==> config.mk <==
export PLATFORM = sky130hd
export DESIGN_NAME = afu_channel_arbiter
export DESIGN_NICKNAME = d
export VERILOG_FILES = /design/src/rtl/afu_pkg.sv /design/src/rtl/afu_tag_table.sv /design/src/rtl/afu_channel_arbiter.sv
export SDC_FILE = /design/constraint.sdc
export NUM_CORES = 1
export LEC_CHECK = 0
export ABC_AREA = 1
export CORE_AREA = 10 10 210 212
export CTS_BUF_LIST = sky130_fd_sc_hd__clkbuf_4
export DETAILED_ROUTE_END_ITERATION = 7
export DIE_AREA = 0 0 220 222
export GPL_ROUTABILITY_DRIVEN = 0
export PLACE_DENSITY_LB_ADDON = 0.2
export RECOVER_POWER = 25
export SYNTH_ARGS = -nofsm -noshare
export SYNTH_HDL_FRONTEND = slang
export SYNTH_SLANG_ARGS = --single-unit
==> constraint.sdc <==
create_clock -name clock -period 15.5 [get_ports clock]
set_input_delay 3.1 -clock clock [delete_from_list [all_inputs] [get_ports clock]]
set_output_delay 3.1 -clock clock [all_outputs]
set_load 0.02 [all_outputs]
==> src/rtl/afu_pkg.sv <==
// Shared types and constants for the AFU command front-end: arbitration mode,
// tag-table entry layout and credit counter sizing.
package afu_pkg;

    typedef enum logic {
        ArbRoundRobin = 1'b0,
        ArbFixed      = 1'b1
    } arb_mode_e;

    // Wide enough for the largest supported channel count (16).
    localparam int unsigned ChanIdxWidth = 4;

    localparam int unsigned CreditWidth = 9;
    localparam int unsigned CreditMax   = 255;

    typedef struct packed {
        logic                    busy;
        logic [ChanIdxWidth-1:0] channel;
    } tag_entry_t;

endpackage

==> src/rtl/afu_tag_table.sv <==
// Outstanding-tag table: busy/owner per entry, lowest-free search, allocate and
// release ports, and a count of entries in use.
module afu_tag_table
    import afu_pkg::*;
#(
    parameter int unsigned DEPTH     = 32,
    parameter int unsigned TAG_WIDTH = 8
) (
    input  logic                      clock,
    input  logic                      reset,
    input  logic                      clear,
    input  logic                      alloc,
    input  logic [ChanIdxWidth-1:0]   alloc_channel,
    output logic                      any_free,
    output logic [$clog2(DEPTH)-1:0]  free_index,
    input  logic                      release_valid,
    input  logic [TAG_WIDTH-1:0]      release_tag,
    output logic                      release_hit,
    output logic [ChanIdxWidth-1:0]   release_owner,
    output logic [$clog2(DEPTH):0]    count
);

    localparam int unsigned IdxWidth = $clog2(DEPTH);

    tag_entry_t            table_q [DEPTH];
    tag_entry_t            table_d [DEPTH];
    logic [IdxWidth:0]     count_q;
    logic [IdxWidth:0]     count_d;
    logic [IdxWidth-1:0]   rel_idx;
    logic                  rel_in_range;

    assign rel_idx       = release_tag[IdxWidth-1:0];
    assign rel_in_range  = (release_tag >> IdxWidth) == '0;
    assign release_hit   = release_valid & rel_in_range & table_q[rel_idx].busy;
    assign release_owner = table_q[rel_idx].channel;
    assign count         = count_q;

    always_comb begin
        any_free   = 1'b0;
        free_index = '0;
        for (int i = DEPTH - 1; i >= 0; i--) begin
            if (!table_q[i].busy) begin
                any_free   = 1'b1;
                free_index = IdxWidth'(i);
            end
        end
    end

    // The allocated entry comes from the registered free set while a release
    // needs a busy entry, so the two never collide; alloc is applied last.
    always_comb begin
        table_d = table_q;
        count_d = count_q;
        if (clear) begin
            for (int i = 0; i < DEPTH; i++) begin
                table_d[i] = '0;
            end
            count_d = '0;
        end else begin
            if (release_hit) begin
                table_d[rel_idx].busy = 1'b0;
            end
            if (alloc) begin
                table_d[free_index].busy    = 1'b1;
                table_d[free_index].channel = alloc_channel;
            end
            case ({alloc, release_hit})
                2'b10:   count_d = count_q + 1'b1;
                2'b01:   count_d = count_q - 1'b1;
                default: count_d = count_q;
            endcase
        end
    end

    always_ff @(posedge clock or posedge reset) begin
        if (reset) begin
            for (int i = 0; i < DEPTH; i++) begin
                table_q[i] <= '0;
            end
            count_q <= '0;
        end else begin
            table_q <= table_d;
            count_q <= count_d;
        end
    end

endmodule

==> src/rtl/afu_channel_arbiter.sv <==
// Command front-end: arbitrates requester channels onto the PSL command port,
// tracks credits, allocates tags and routes responses back to their owners.
module afu_channel_arbiter
    import afu_pkg::*;
#(
    parameter int unsigned NUM_CHANNELS    = 4,
    parameter int unsigned CMD_WIDTH       = 96,
    parameter int unsigned TAG_WIDTH       = 8,
    parameter int unsigned MAX_OUTSTANDING = 32,
    parameter int unsigned ARB_MODE        = 0
) (
    input  logic                               clock,
    input  logic                               reset,
    input  logic                               enabled_in,
    input  logic [7:0]                         room_in,
    input  logic [NUM_CHANNELS-1:0]            req_valid,
    input  logic [NUM_CHANNELS*CMD_WIDTH-1:0]  req_command,
    output logic [NUM_CHANNELS-1:0]            req_ready,
    output logic                               cmd_valid,
    output logic [CMD_WIDTH-1:0]               cmd_payload,
    output logic [TAG_WIDTH-1:0]               cmd_tag,
    input  logic                               resp_valid,
    input  logic [TAG_WIDTH-1:0]               resp_tag,
    input  logic [7:0]                         resp_code,
    output logic [NUM_CHANNELS-1:0]            chan_resp_valid,
    output logic [7:0]                         chan_resp_code,
    output logic [CreditWidth-1:0]             credits,
    output logic [$clog2(MAX_OUTSTANDING):0]   outstanding,
    output logic                               tag_error
);

    localparam int unsigned IdxWidth = $clog2(MAX_OUTSTANDING);
    localparam arb_mode_e   Mode     = (ARB_MODE == 0) ? ArbRoundRobin : ArbFixed;
    localparam logic [ChanIdxWidth:0]   NumChan   = (ChanIdxWidth + 1)'(NUM_CHANNELS);
    localparam logic [ChanIdxWidth-1:0] LastChan  = ChanIdxWidth'(NUM_CHANNELS - 1);
    localparam logic [CreditWidth-1:0]  CreditCap = CreditWidth'(CreditMax);

    logic                          enabled_q;
    logic                          rise;
    logic                          fall;
    logic [CreditWidth-1:0]        credits_q;
    logic [CreditWidth-1:0]        credits_d;
    logic [ChanIdxWidth-1:0]       rr_ptr_q;
    logic [ChanIdxWidth-1:0]       rr_ptr_d;

    logic [2*NUM_CHANNELS-1:0]     doubled;
    logic [NUM_CHANNELS-1:0]       rotated;
    logic [ChanIdxWidth-1:0]       offset;
    logic [ChanIdxWidth:0]         rr_sum;
    logic [ChanIdxWidth:0]         rr_wrap;
    logic [ChanIdxWidth-1:0]       grant_idx;
    logic                          grant_found;
    logic                          accept;
    logic [NUM_CHANNELS-1:0]       grant_onehot;
    logic [CMD_WIDTH-1:0]          grant_payload;

    logic                          any_free;
    logic [IdxWidth-1:0]           free_index;
    logic                          resp_hit;
    logic [ChanIdxWidth-1:0]       resp_owner;
    logic [NUM_CHANNELS-1:0]       resp_onehot;

    logic                          cmd_valid_q;
    logic [CMD_WIDTH-1:0]          cmd_payload_q;
    logic [TAG_WIDTH-1:0]          cmd_tag_q;
    logic [NUM_CHANNELS-1:0]       chan_resp_valid_q;
    logic [7:0]                    chan_resp_code_q;
    logic                          tag_error_q;

    assign rise = enabled_in & ~enabled_q;
    assign fall = ~enabled_in & enabled_q;

    afu_tag_table #(
        .DEPTH     (MAX_OUTSTANDING),
        .TAG_WIDTH (TAG_WIDTH)
    ) u_tag_table (
        .clock         (clock),
        .reset         (reset),
        .clear         (fall),
        .alloc         (accept),
        .alloc_channel (grant_idx),
        .any_free      (any_free),
        .free_index    (free_index),
        .release_valid (resp_valid),
        .release_tag   (resp_tag),
        .release_hit   (resp_hit),
        .release_owner (resp_owner),
        .count         (outstanding)
    );

    // Round-robin rotates the request vector so the pointer lands on bit 0,
    // finds the lowest set bit, then maps the offset back to a channel index.
    always_comb begin
        doubled     = {req_valid, req_valid} >> rr_ptr_q;
        rotated     = doubled[NUM_CHANNELS-1:0];
        offset      = '0;
        grant_found = 1'b0;
        grant_idx   = '0;
        rr_sum      = '0;
        rr_wrap     = '0;
        if (Mode == ArbFixed) begin
            for (int i = NUM_CHANNELS - 1; i >= 0; i--) begin
                if (req_valid[i]) begin
                    grant_found = 1'b1;
                    grant_idx   = ChanIdxWidth'(i);
                end
            end
        end else begin
            for (int k = NUM_CHANNELS - 1; k >= 0; k--) begin
                if (rotated[k]) begin
                    grant_found = 1'b1;
                    offset      = ChanIdxWidth'(k);
                end
            end
            rr_sum  = {1'b0, rr_ptr_q} + {1'b0, offset};
            rr_wrap = rr_sum - NumChan;
            grant_idx = (rr_sum >= NumChan) ? rr_wrap[ChanIdxWidth-1:0]
                                            : rr_sum[ChanIdxWidth-1:0];
        end
    end

    assign accept = enabled_in & (credits_q != '0) & any_free & grant_found;

    always_comb begin
        grant_payload = '0;
        for (int i = 0; i < NUM_CHANNELS; i++) begin
            grant_onehot[i] = accept & (grant_idx == ChanIdxWidth'(i));
            resp_onehot[i]  = resp_hit & (resp_owner == ChanIdxWidth'(i));
            if (grant_onehot[i]) begin
                grant_payload = req_command[i*CMD_WIDTH +: CMD_WIDTH];
            end
        end
    end

    assign req_ready = grant_onehot;

    always_comb begin
        credits_d = credits_q;
        if (rise) begin
            credits_d = CreditWidth'(room_in);
        end else if (fall) begin
            credits_d = '0;
        end else begin
            case ({accept, resp_hit})
                2'b10:   credits_d = credits_q - 1'b1;
                2'b01:   credits_d = (credits_q < CreditCap) ? credits_q + 1'b1 : CreditCap;
                default: credits_d = credits_q;
            endcase
        end
    end

    always_comb begin
        rr_ptr_d = rr_ptr_q;
        if (accept && Mode == ArbRoundRobin) begin
            rr_ptr_d = (grant_idx == LastChan) ? '0 : grant_idx + 1'b1;
        end
    end

    always_ff @(posedge clock or posedge reset) begin
        if (reset) begin
            enabled_q         <= 1'b0;
            credits_q         <= '0;
            rr_ptr_q          <= '0;
            cmd_valid_q       <= 1'b0;
            cmd_payload_q     <= '0;
            cmd_tag_q         <= '0;
            chan_resp_valid_q <= '0;
            chan_resp_code_q  <= '0;
            tag_error_q       <= 1'b0;
        end else begin
            enabled_q         <= enabled_in;
            credits_q         <= credits_d;
            rr_ptr_q          <= rr_ptr_d;
            cmd_valid_q       <= accept;
            chan_resp_valid_q <= resp_onehot;
            tag_error_q       <= tag_error_q | (resp_valid & ~resp_hit);
            if (accept) begin
                cmd_payload_q <= grant_payload;
                cmd_tag_q     <= TAG_WIDTH'(free_index);
            end
            if (resp_hit) begin
                chan_resp_code_q <= resp_code;
            end
        end
    end

    assign cmd_valid       = cmd_valid_q;
    assign cmd_payload     = cmd_payload_q;
    assign cmd_tag         = cmd_tag_q;
    assign chan_resp_valid = chan_resp_valid_q;
    assign chan_resp_code  = chan_resp_code_q;
    assign credits         = credits_q;
    assign tag_error       = tag_error_q;

endmodule
=== Yosys cells after proc, flatten, opt, wreduce, memory -nomap -nowiden ===
Cells that the tools add are included.

* Add/sub/neg operators: 7
* Magnitude comparators: 6
* Equality and inequality tests: 8
* Shifts and indexed selects: 1
* Mux-type cells: 100
* Bitwise operators: 22
* Reductions and logical operators: 8

{| class="wikitable"
|+ Operator list
! operator !! number
|-
| 2-to-1 mux 160 bit || 4
|-
| bitwise mux 160 bit || 3
|-
| 2-to-1 mux 96 bit || 4
|-
| 2-to-1 mux 5 bit || 36
|-
| demux 5 bit (select 5 bit) || 3
|-
| 2-to-1 mux 1 bit || 36
|-
| 2-to-1 mux 9 bit || 3
|-
| binary-select mux 5 bit (select 5 bit) || 1
|-
| 2-to-1 mux 4 bit || 5
|-
| one-hot mux 9 bit (2 select lines) || 1
|-
| bitwise AND 1 bit || 16
|-
| equality test 4 x 2 -> 1 bit (second input constant) || 4
|-
| >= comparator 6 bit (second input constant) || 2
|-
| less-than comparator 6 x 1 -> 1 bit (second input constant) || 2
|-
| NOT 5 -> 6 bit || 2
|-
| one-hot mux 6 bit (2 select lines) || 1
|-
| adder 9 x 1 -> 9 bit (second input constant) || 1
|-
| less-than comparator 9 x 8 -> 1 bit (second input constant) || 1
|-
| nonzero test 9 bit || 1
|-
| subtractor 9 x 1 -> 9 bit (second input constant) || 1
|-
| equality test 4 x 1 -> 1 bit (second input constant) || 2
|-
| zero test 4 bit || 2
|-
| zero test 8 bit || 1
|-
| >> shifter 8 x 4 -> 4 bit || 1
|-
| 15 further kinds || 19
|}

* Register bits: 295
* Output and inout bits: 137
* Word-level logic and storage cells: 226

=== Logic depth before layout (Yosys ltp) ===
Gate-level depths: netlist of the first run.

* Depth after elaboration: 41
* Depth in mapped cells: 36

=== Cells and area by module ===
Synthesis of the first run repeated with hierarchy kept, for this count alone.

* Cells, all modules: 2880
* Area, all modules: 19068.3 um2

{| class="wikitable"
|+ By module, submodules not included
! module !! instances !! cells an instance !! area each (um2)
|-
| afu_channel_arbiter || 1 || 1722 || 10156.0
|-
| afu_tag_table || 1 || 1158 || 8912.3
|}

=== Least setup slack after synthesis of the first run ===
No wires, ideal clock.

* Path kind: in2out
* From: in req_valid[0]
* To: out req_ready[3]
* Arrival: 6.016 ns
* Setup slack: 6.384 ns
* Stages on the path: 16
* Cells stage by stage: inv_1 -> o21ai_0 -> nand3_1 -> o21ai_0 -> nand2_1 -> nand2_1 -> a21oi_1 -> ha_1 -> fa_1 -> xnor2_1 -> inv_1 -> ha_1 -> o21ai_0 -> nand2_1 -> nor2_1 -> clkbuf_1

* Word-level cells in the longest chain between the ends: 10

{| class="wikitable"
|+ Ends and longest elaborated chain
! element !! line !! source
|-
| start, declared || afu_channel_arbiter.sv:16 || <nowiki>input logic [NUM_CHANNELS-1:0] req_valid,</nowiki>
|-
| >> shifter 8 x 4 -> 4 bit (*) || afu_channel_arbiter.sv:94 || <nowiki>doubled = {req_valid, req_valid} >> rr_ptr_q;</nowiki>
|-
| 2-to-1 mux 2 bit (2 in series) || afu_channel_arbiter.sv:110 || <nowiki>if (rotated[k]) begin</nowiki>
|-
| 2-to-1 mux 4 bit (2 in series) || afu_channel_arbiter.sv:110 ||
|-
| adder 4 x 4 -> 5 bit || afu_channel_arbiter.sv:115 || <nowiki>rr_sum = {1'b0, rr_ptr_q} + {1'b0, offset};</nowiki>
|-
| subtractor 4 x 3 -> 4 bit / >= comparator 5 x 3 -> 1 bit (equally long branches) || afu_channel_arbiter.sv:116, afu_channel_arbiter.sv:117 ||
|-
| 2-to-1 mux 4 bit || afu_channel_arbiter.sv:117 || <nowiki>grant_idx = (rr_sum >= NumChan) ? rr_wrap[ChanIdxWidth-1:0]</nowiki>
|-
| equality test 4 x 2 -> 1 bit || afu_channel_arbiter.sv:127 || <nowiki>grant_onehot[i] = accept & (grant_idx == ChanIdxWidth'(i));</nowiki>
|-
| bitwise AND 1 bit (*) || afu_channel_arbiter.sv:127 ||
|-
| end, declared || afu_channel_arbiter.sv:18 || <nowiki>output logic [NUM_CHANNELS-1:0] req_ready,</nowiki>
|}

Every way passes the cells marked *; elsewhere a longest branch is shown, timed or not.

=== Worst setup path after layout of the first run ===
* From: in req_valid[0]
* To: out req_ready[1]

* Word-level cells in the longest chain between the ends: 10

{| class="wikitable"
|+ Ends and longest elaborated chain
! element !! line
|-
| >> shifter 8 x 4 -> 4 bit (*) || afu_channel_arbiter.sv:94
|-
| 2-to-1 mux 2 bit (2 in series) || afu_channel_arbiter.sv:110
|-
| 2-to-1 mux 4 bit (2 in series) || afu_channel_arbiter.sv:110
|-
| adder 4 x 4 -> 5 bit || afu_channel_arbiter.sv:115
|-
| subtractor 4 x 3 -> 4 bit / >= comparator 5 x 3 -> 1 bit (equally long branches) || afu_channel_arbiter.sv:116, afu_channel_arbiter.sv:117
|-
| 2-to-1 mux 4 bit || afu_channel_arbiter.sv:117
|-
| equality test 4 x 1 -> 1 bit || afu_channel_arbiter.sv:127
|-
| bitwise AND 1 bit (*) || afu_channel_arbiter.sv:127
|}

Marks and branches as above.

==> results of run 1 <==
## cells by family (layout without fill, tap and decap cells)
logic type	count (synthesis)	in the layout
buf+inv	236	809
fa+ha+maj	18	18
simple gates	1359	1359
other cells	1	31
flops	295	295
xor+xnor	10	10
mux	1	1
compound gates	327	327
## worst paths after layout
| path | depth (start not counted) | startpoint | to | slack [ps] |
|---|---|---|---|---|
| max reg2reg | 19 | rr_ptr_q[0] | cmd_payload[13] | 9280 |
| min | 2 | u_tag_table.table_q[103] | u_tag_table.table_q[103] | 470 |
| min reg2reg | 2 | u_tag_table.table_q[103] | u_tag_table.table_q[103] | 470 |
| max | 17 | req_valid[0] | req_ready[1] | 4600 |
| max in group asynchronous | 3 | reset | u_tag_table.table_q[140] | 6480 |
| min in group asynchronous | 2 | reset | chan_resp_code[4] | 3960 |
## final cells by class
| type | instances | area (sq um) | area share (%) |
|---|---|---|---|
| Sequential cell | 295 | 7380 | 31.3 |
| Antenna cell | 28 | 70.1 | 0.297 |
| Inverter | 89 | 338 | 1.43 |
| Timing Repair Buffer | 572 | 5660 | 24.0 |
| Clock buffer | 124 | 931 | 3.95 |
| Tap cell | 525 | 657 | 2.79 |
| Clock inverter | 24 | 95.1 | 0.403 |
| Multi-Input combinational cell | 1718 | 8450 | 35.8 |
## critical path: cells and delay by family
| kind | cells | cell delay [ps] |
|---|---|---|
| compound gates | 4 | 1190 |
| xor+xnor | 1 | 240 |
| fa+ha+maj | 3 | 960 |
| buf+inv | 5 | 1770 |
| simple gates | 4 | 520 |
## flip-flops by register name (all words and copies together) (netlist names)
register             count
tag_error                1
cmd_valid                1
chan_resp_code           8
u_tag_table.table_q    160
cmd_tag                  5
rr_ptr_q                 4
cmd_payload             96
enabled_q                1
chan_resp_valid          4
credits                  9
u_tag_table.count        6
## layout by cell type, fill, tap and decap left out, drive strengths merged, types with 7 or more instances in the layout
master,synthesis,layout
a22oi,47,47
clkinv,2,24
nand2,757,757
o21ai,81,81
nor3,10,10
nand4,33,33
buf,29,21
o22ai,8,8
ha,17,17
nand3,440,440
a22o,7,7
diode,0,28
dfrtp,295,295
inv,87,87
a31oi,8,8
o211ai,95,95
clkdlybuf4s50,0,547
clkbuf,118,126
nor2,112,112
a21oi,55,55
## metal layers
metal / up-vias / wire length, um / global-route usage [%]
li1: 8757 / - / -
met1: 9418 / 32300 / 42.7
met2: 1304 / 37100 / 49.1
met3: 189 / 11800 / 13.6
met4: 12 / 2840 / 12.5
met5: - / 195 / 1.98
## metrics by stage
step | total power, mW | instance area [sq um] | hold slack, ps | setup slack [ps] | std cells
3_3_place_gp | 1.01 | 22500 | 450 | 4860 | 3199
4_1_cts | 1.74 | 23500 | 469 | 4640 | 3347
3_5_place_dp | 1.01 | 22500 | 455 | 4700 | 3199
6_report | 1.73 | 23600 | 467 | 4600 | 3375
2_1_floorplan | 0.863 | 16700 | 437 | 4250 | 2249
5_1_grt | 1.80 | 23600 | 480 | 4190 | 3370
## power groups by stage
| stage | Combinational (mW) | Sequential (mW) | Clock, mW |
|---|---|---|---|
| floorplan | 0.0591 | 0.803 | 0 |
| global placement | 0.209 | 0.799 | 0 |
| detailed placement | 0.211 | 0.800 | 0 |
| CTS | 0.213 | 0.785 | 0.740 |
| global route | 0.228 | 0.786 | 0.783 |
| finish | 0.215 | 0.786 | 0.726 |
==> flow_summary.toml, run 1 <==
[die]
dieArea_sq_mm = 0.0488
start_util_pct = 42.0
rows = 73
die_h_um = 222
ios = 553
fp.coreArea_sq_mm = 0.0396
die_x_um = 220

[global_route]
grt_first_pass_wirelength_um = 124000
overflow = 0
antenna_found_initial = 32
grt_max_degree = 103
first_global_vias = 19000
grt_use_total_pct = 33.4

[cts]
cts_buffer_depth = 3
clock_sink_count = 295
cts_tree = "yes"
cts_setup_buffers = 0
ctsResizeCount = 0
cts-root-buf = "clkbuf_4"
numCtsBuffers = 85
cts_max_level = 3
insertion_delay_ps = 760
clk_pin_slew_worst_paths_ps = 60
cts_hold_buf = 0

[critical_path]
path_class = "in2out"
cpMostUsedCell = "o21ai_0"
path_cells = "clkdlybuf4s50_1 > inv_1 > o21ai_0 > nand3_1 > o21ai_0 > nand2_1 > nand2_1 > a21oi_1 > ha_1 > fa_1 > xnor2_1 > inv_1 > ha_1 > o21ai_0 > nand3_4 > clkinv_2 > clkdlybuf4s50_1"
crit_fanout = 26
endpoint_kind = "output port"
cp-start-kind = "input port"
cp_slowest_stage_delay_ps = 770
required_ps = 12400
worstPathArrival_ps = 7800
slowest_stage = "o21ai_0"

[synth]
synthXorXnorAreaFrac_pct = 0.526
synth_top_area_cell = "dfrtp_1"
synth_simple_gate_area_share_pct = 35.4
synth_ff_type = "dfrtp_1"
synth_edf_count = 0
synth_compound_area_share_pct = 12.8
seq_area_frac_synth_pct = 44.3
syn_area_sq_mm = 0.0166
yosysWarnings = 0
yosys-top-cells-area = "dfrtp_1, nand2_1, nand3_1"
synth_top_family_by_area = "simple AND/OR/NAND/NOR gates"
synthMuxAreaShare_pct = 0.0601
syn_avg_cell_area_sq_um = 7.41
netlist_top_cells_count = "nand2_1, nand3_1, dfrtp_1"
yosysUniqueCellTypes = 45
yosysMostFrequentCell = "nand2_1"
synth_adder_area_share_pct = 1.40
yosysTopAreaCellShare_pct = 44.3
ys_ff_latch = 295
async_flop_share_pct = 100
syn_inst = 2247

[power_and_ir_drop]
p_clk_share_pct = 42.0
p_sw_share_pct = 27.2
power.density_mw_per_mm2 = 73.2
comb_power_share_pct = 12.4
p_int_mw = 1.26
vdd_drop_max_mv = 0.0366
p_leak_nw = 11.0
switching_power_uw = 469
sequentialPowerShare_pct = 45.5

[routing]
drt_wl_total_um = 84300
viasPerCell = 5.83
vias = 19700
wl_per_cell_um = 25.0
drc = 0
firstDrtPassIters = 6
drtIter0Drc = 2454
postRouteAntennaNets = 0

[sta]
slew_viol_final = 225
finalHoldViolCount = 0
setup_viol = 0
worst_pin_slew_ps = 4080
fin_crit_ps = 10900
clock_skew_ps = 47.6
fmax_mhz = 91.8
min_period_over_period_pct = 70.3
fin_setup_tns_ps = 0
slew_headroom_pct = -172
rsz0062_at_grt = "false"

[layout]
final_util_pct = 59.5
fin_nets = 3195
fill_cells = 3691
syn_to_final_growth_pct = 41.6
drive_gt1_share_pct = 6.95

[placed_design]
dp_hpwl_um = 62200
portBuffers = 549

[status]
status = "complete, but fails checks"
violations = "capacitance limit, slew limit"

[worst_hold_path]
hold_class = "reg2reg"

[flow_run]
maxCapViolCount = 3
(Power assumes the default switching activity.)
==> run 2, diff against run 1 <==
--- a/config.mk
+++ b/config.mk
@@ -6,10 +6,10 @@
 export NUM_CORES = 1
 export LEC_CHECK = 0
 export ABC_AREA = 1
-export CORE_AREA = 10 10 210 212
+export CORE_AREA = 10 10 208 210
 export CTS_BUF_LIST = sky130_fd_sc_hd__clkbuf_4
 export DETAILED_ROUTE_END_ITERATION = 7
-export DIE_AREA = 0 0 220 222
+export DIE_AREA = 0 0 218 220
 export GPL_ROUTABILITY_DRIVEN = 0
 export PLACE_DENSITY_LB_ADDON = 0.2
 export RECOVER_POWER = 25
==> constraint.sdc (replaced) <==
create_clock -name clock -period 8.94 [get_ports clock]
set_input_delay 1.788 -clock clock [delete_from_list [all_inputs] [get_ports clock]]
set_output_delay 1.788 -clock clock [all_outputs]
set_load 0.02 [all_outputs]
==> run 2 against run 1 <==
Compared with the run above:
- the flow finishes with violations (DRC, capacitance limit, slew limit)
- wire length decreased by 1.1%
- combinational power grew 75%
- via count is 0.21% lower
- largest power group unchanged
==> flow_summary.toml, run 2 (synthesis gave the netlist of run 1 again) <==
[status]
status = "complete, but fails checks"
violations = "DRC, capacitance limit, slew limit"

[routing]
vias = 19600
drt_wl_total_um = 83400
postRouteAntennaNets = 0
wl_per_cell_um = 24.7
firstDrtPassIters = 8
drtIter0Drc = 2247
drc = 1
viasPerCell = 5.82

[cts]
numCtsBuffers = 84
insertion_delay_ps = 790
ctsResizeCount = 0
clk_pin_slew_worst_paths_ps = 70
cts-root-buf = "clkbuf_4"
cts_max_level = 3
clock_sink_count = 295
cts_setup_buffers = 0
cts_hold_buf = 0
cts_buffer_depth = 3
cts_tree = "yes"

[sta]
fmax_mhz = 123
worst_pin_slew_ps = 4390
hold_slack_ps = 469
finalHoldViolCount = 0
setup_viol = 0
rsz0062_at_grt = "false"
slew_headroom_pct = -192
clock_skew_ps = 57.0
fin_setup_tns_ps = 0
fin_crit_ps = 8120
slew_viol_final = 243
min_period_over_period_pct = 90.8

[die]
start_util_pct = 42.4
dieArea_sq_mm = 0.0480
rows = 73
fp.coreArea_sq_mm = 0.0393
die_h_um = 220
ios = 553
die_x_um = 218

[critical_path]
rrSetupSlack_ps = 2960
path_cells = "clkdlybuf4s50_1 > inv_1 > o21ai_0 > nand3_1 > o21ai_0 > nand2_1 > nand2_1 > a21oi_1 > ha_1 > fa_1 > xnor2_1 > inv_1 > ha_1 > o21ai_0 > nand2_1 > nor2_4 > clkdlybuf4s50_1"
cp.depth = 17
cp-start-kind = "input port"
path_class = "in2out"
r2r-end = "cmd_payload[27]"
required_ps = 7150
endpoint_kind = "output port"
slowest_stage = "o21ai_0"
critical_path.top_delay_family = "buffers and inverters"
crit_fanout = 5
worstPathArrival_ps = 6330
r2r_start = "rr_ptr_q[0]"
path_buf_inv = 4
cp_slowest_stage_delay_ps = 760
reg2reg_depth = 19

[layout]
largest_reg_flops = 160
layout_commonest_cell = "nand2_1"
layout_common_cells = "nand2_1, clkdlybuf4s50_1, nand3_1"
regMostFlops = "u_tag_table.table_q"
syn_to_final_growth_pct = 42.1
fill_cells = 3634
fin_area_sq_mm = 0.0237
fin_nets = 3197
drive_gt1_share_pct = 7.26
instances_no_fill = 3373

[worst_hold_path]
hold_start = "u_tag_table.table_q[153]"
hold_class = "reg2reg"
hold_depth = 2
holdPathEnd = "u_tag_table.table_q[153]"

[flow_run]
maxCapViolCount = 3

[global_route]
grt_first_pass_wirelength_um = 124000
overflow = 0
antenna_found_initial = 32
first_global_vias = 19300
grt_use_total_pct = 33.8
grt_max_degree = 164

[power_and_ir_drop]
p_leak_nw = 11.1
power.density_mw_per_mm2 = 130
vdd_drop_max_mv = 0.0731

[placed_design]
portBuffers = 549
dp_cells = 3202
dp_hpwl_um = 61400
place_area_sq_mm = 0.0225
==> run 2: metal layers <==
metal  up-vias  GRT usage (%)  part of all wire [%]
met3       226           14.1                    14
met2      1227           50.0                    44
met5         -              0                  0.15
met4        18           14.0                   3.8
li1       8751              -                     -
met1      9417           42.8                    39
==> run 2: layout make-up <==
cell class	instances	area, sq um	share of cell area [%]
Inverter	89	338	1.43
Timing Repair Buffer	575	5680	24.0
Clock buffer	129	968	4.09
Clock inverter	19	124	0.524
Sequential cell	295	7380	31.2
Tap cell	525	657	2.78
Multi-Input combinational cell	1718	8450	35.7
Antenna cell	23	57.6	0.243
==> run 2: how the worst max path moves through the flow <==
| stage | from | to | slack (ps) |
|---|---|---|---|
| 2_1_floorplan | req_valid[0] | req_ready[3] | 2450 |
| 3_3_place_gp | req_valid[0] | req_ready[3] | 900 |
| 3_5_place_dp | req_valid[0] | req_ready[3] | 890 |
| 4_1_cts | req_valid[0] | req_ready[3] | 880 |
| 5_1_grt | req_valid[0] | req_ready[2] | 500 |
| 6_report | req_valid[0] | req_ready[3] | 820 |
==> run 2: where the power goes <==
part | total, mW | internal, mW | switching [mW]
Sequential | 1.36 | 1.34 | 0.0170
Clock | 1.33 | 0.710 | 0.624
Combinational | 0.376 | 0.202 | 0.173
==> run 2: metrics by stage <==
step / power (mW) / util, % / setup slack (ps)
after global placement: 1.75 / 57.4 / 902
after CTS: 3.09 / 60.1 / 883
after floorplan: 1.50 / - / 2450
after detailed placement: 1.76 / 57.4 / 893
after global routing: 3.20 / 60.2 / 497
final: 3.07 / 60.2 / 819
==> run 2: worst register-to-register path: cells and delay by family (launching register included) <==
kind                       cells  cell delay, ps
AOI/OAI and AO/OA              5            1400
xor gates and xnor gates       1             240
adders and majority gates      3             990
buffers and inverters          4            1780
DFF                            1             450
and+or+nand+nor                6            1030
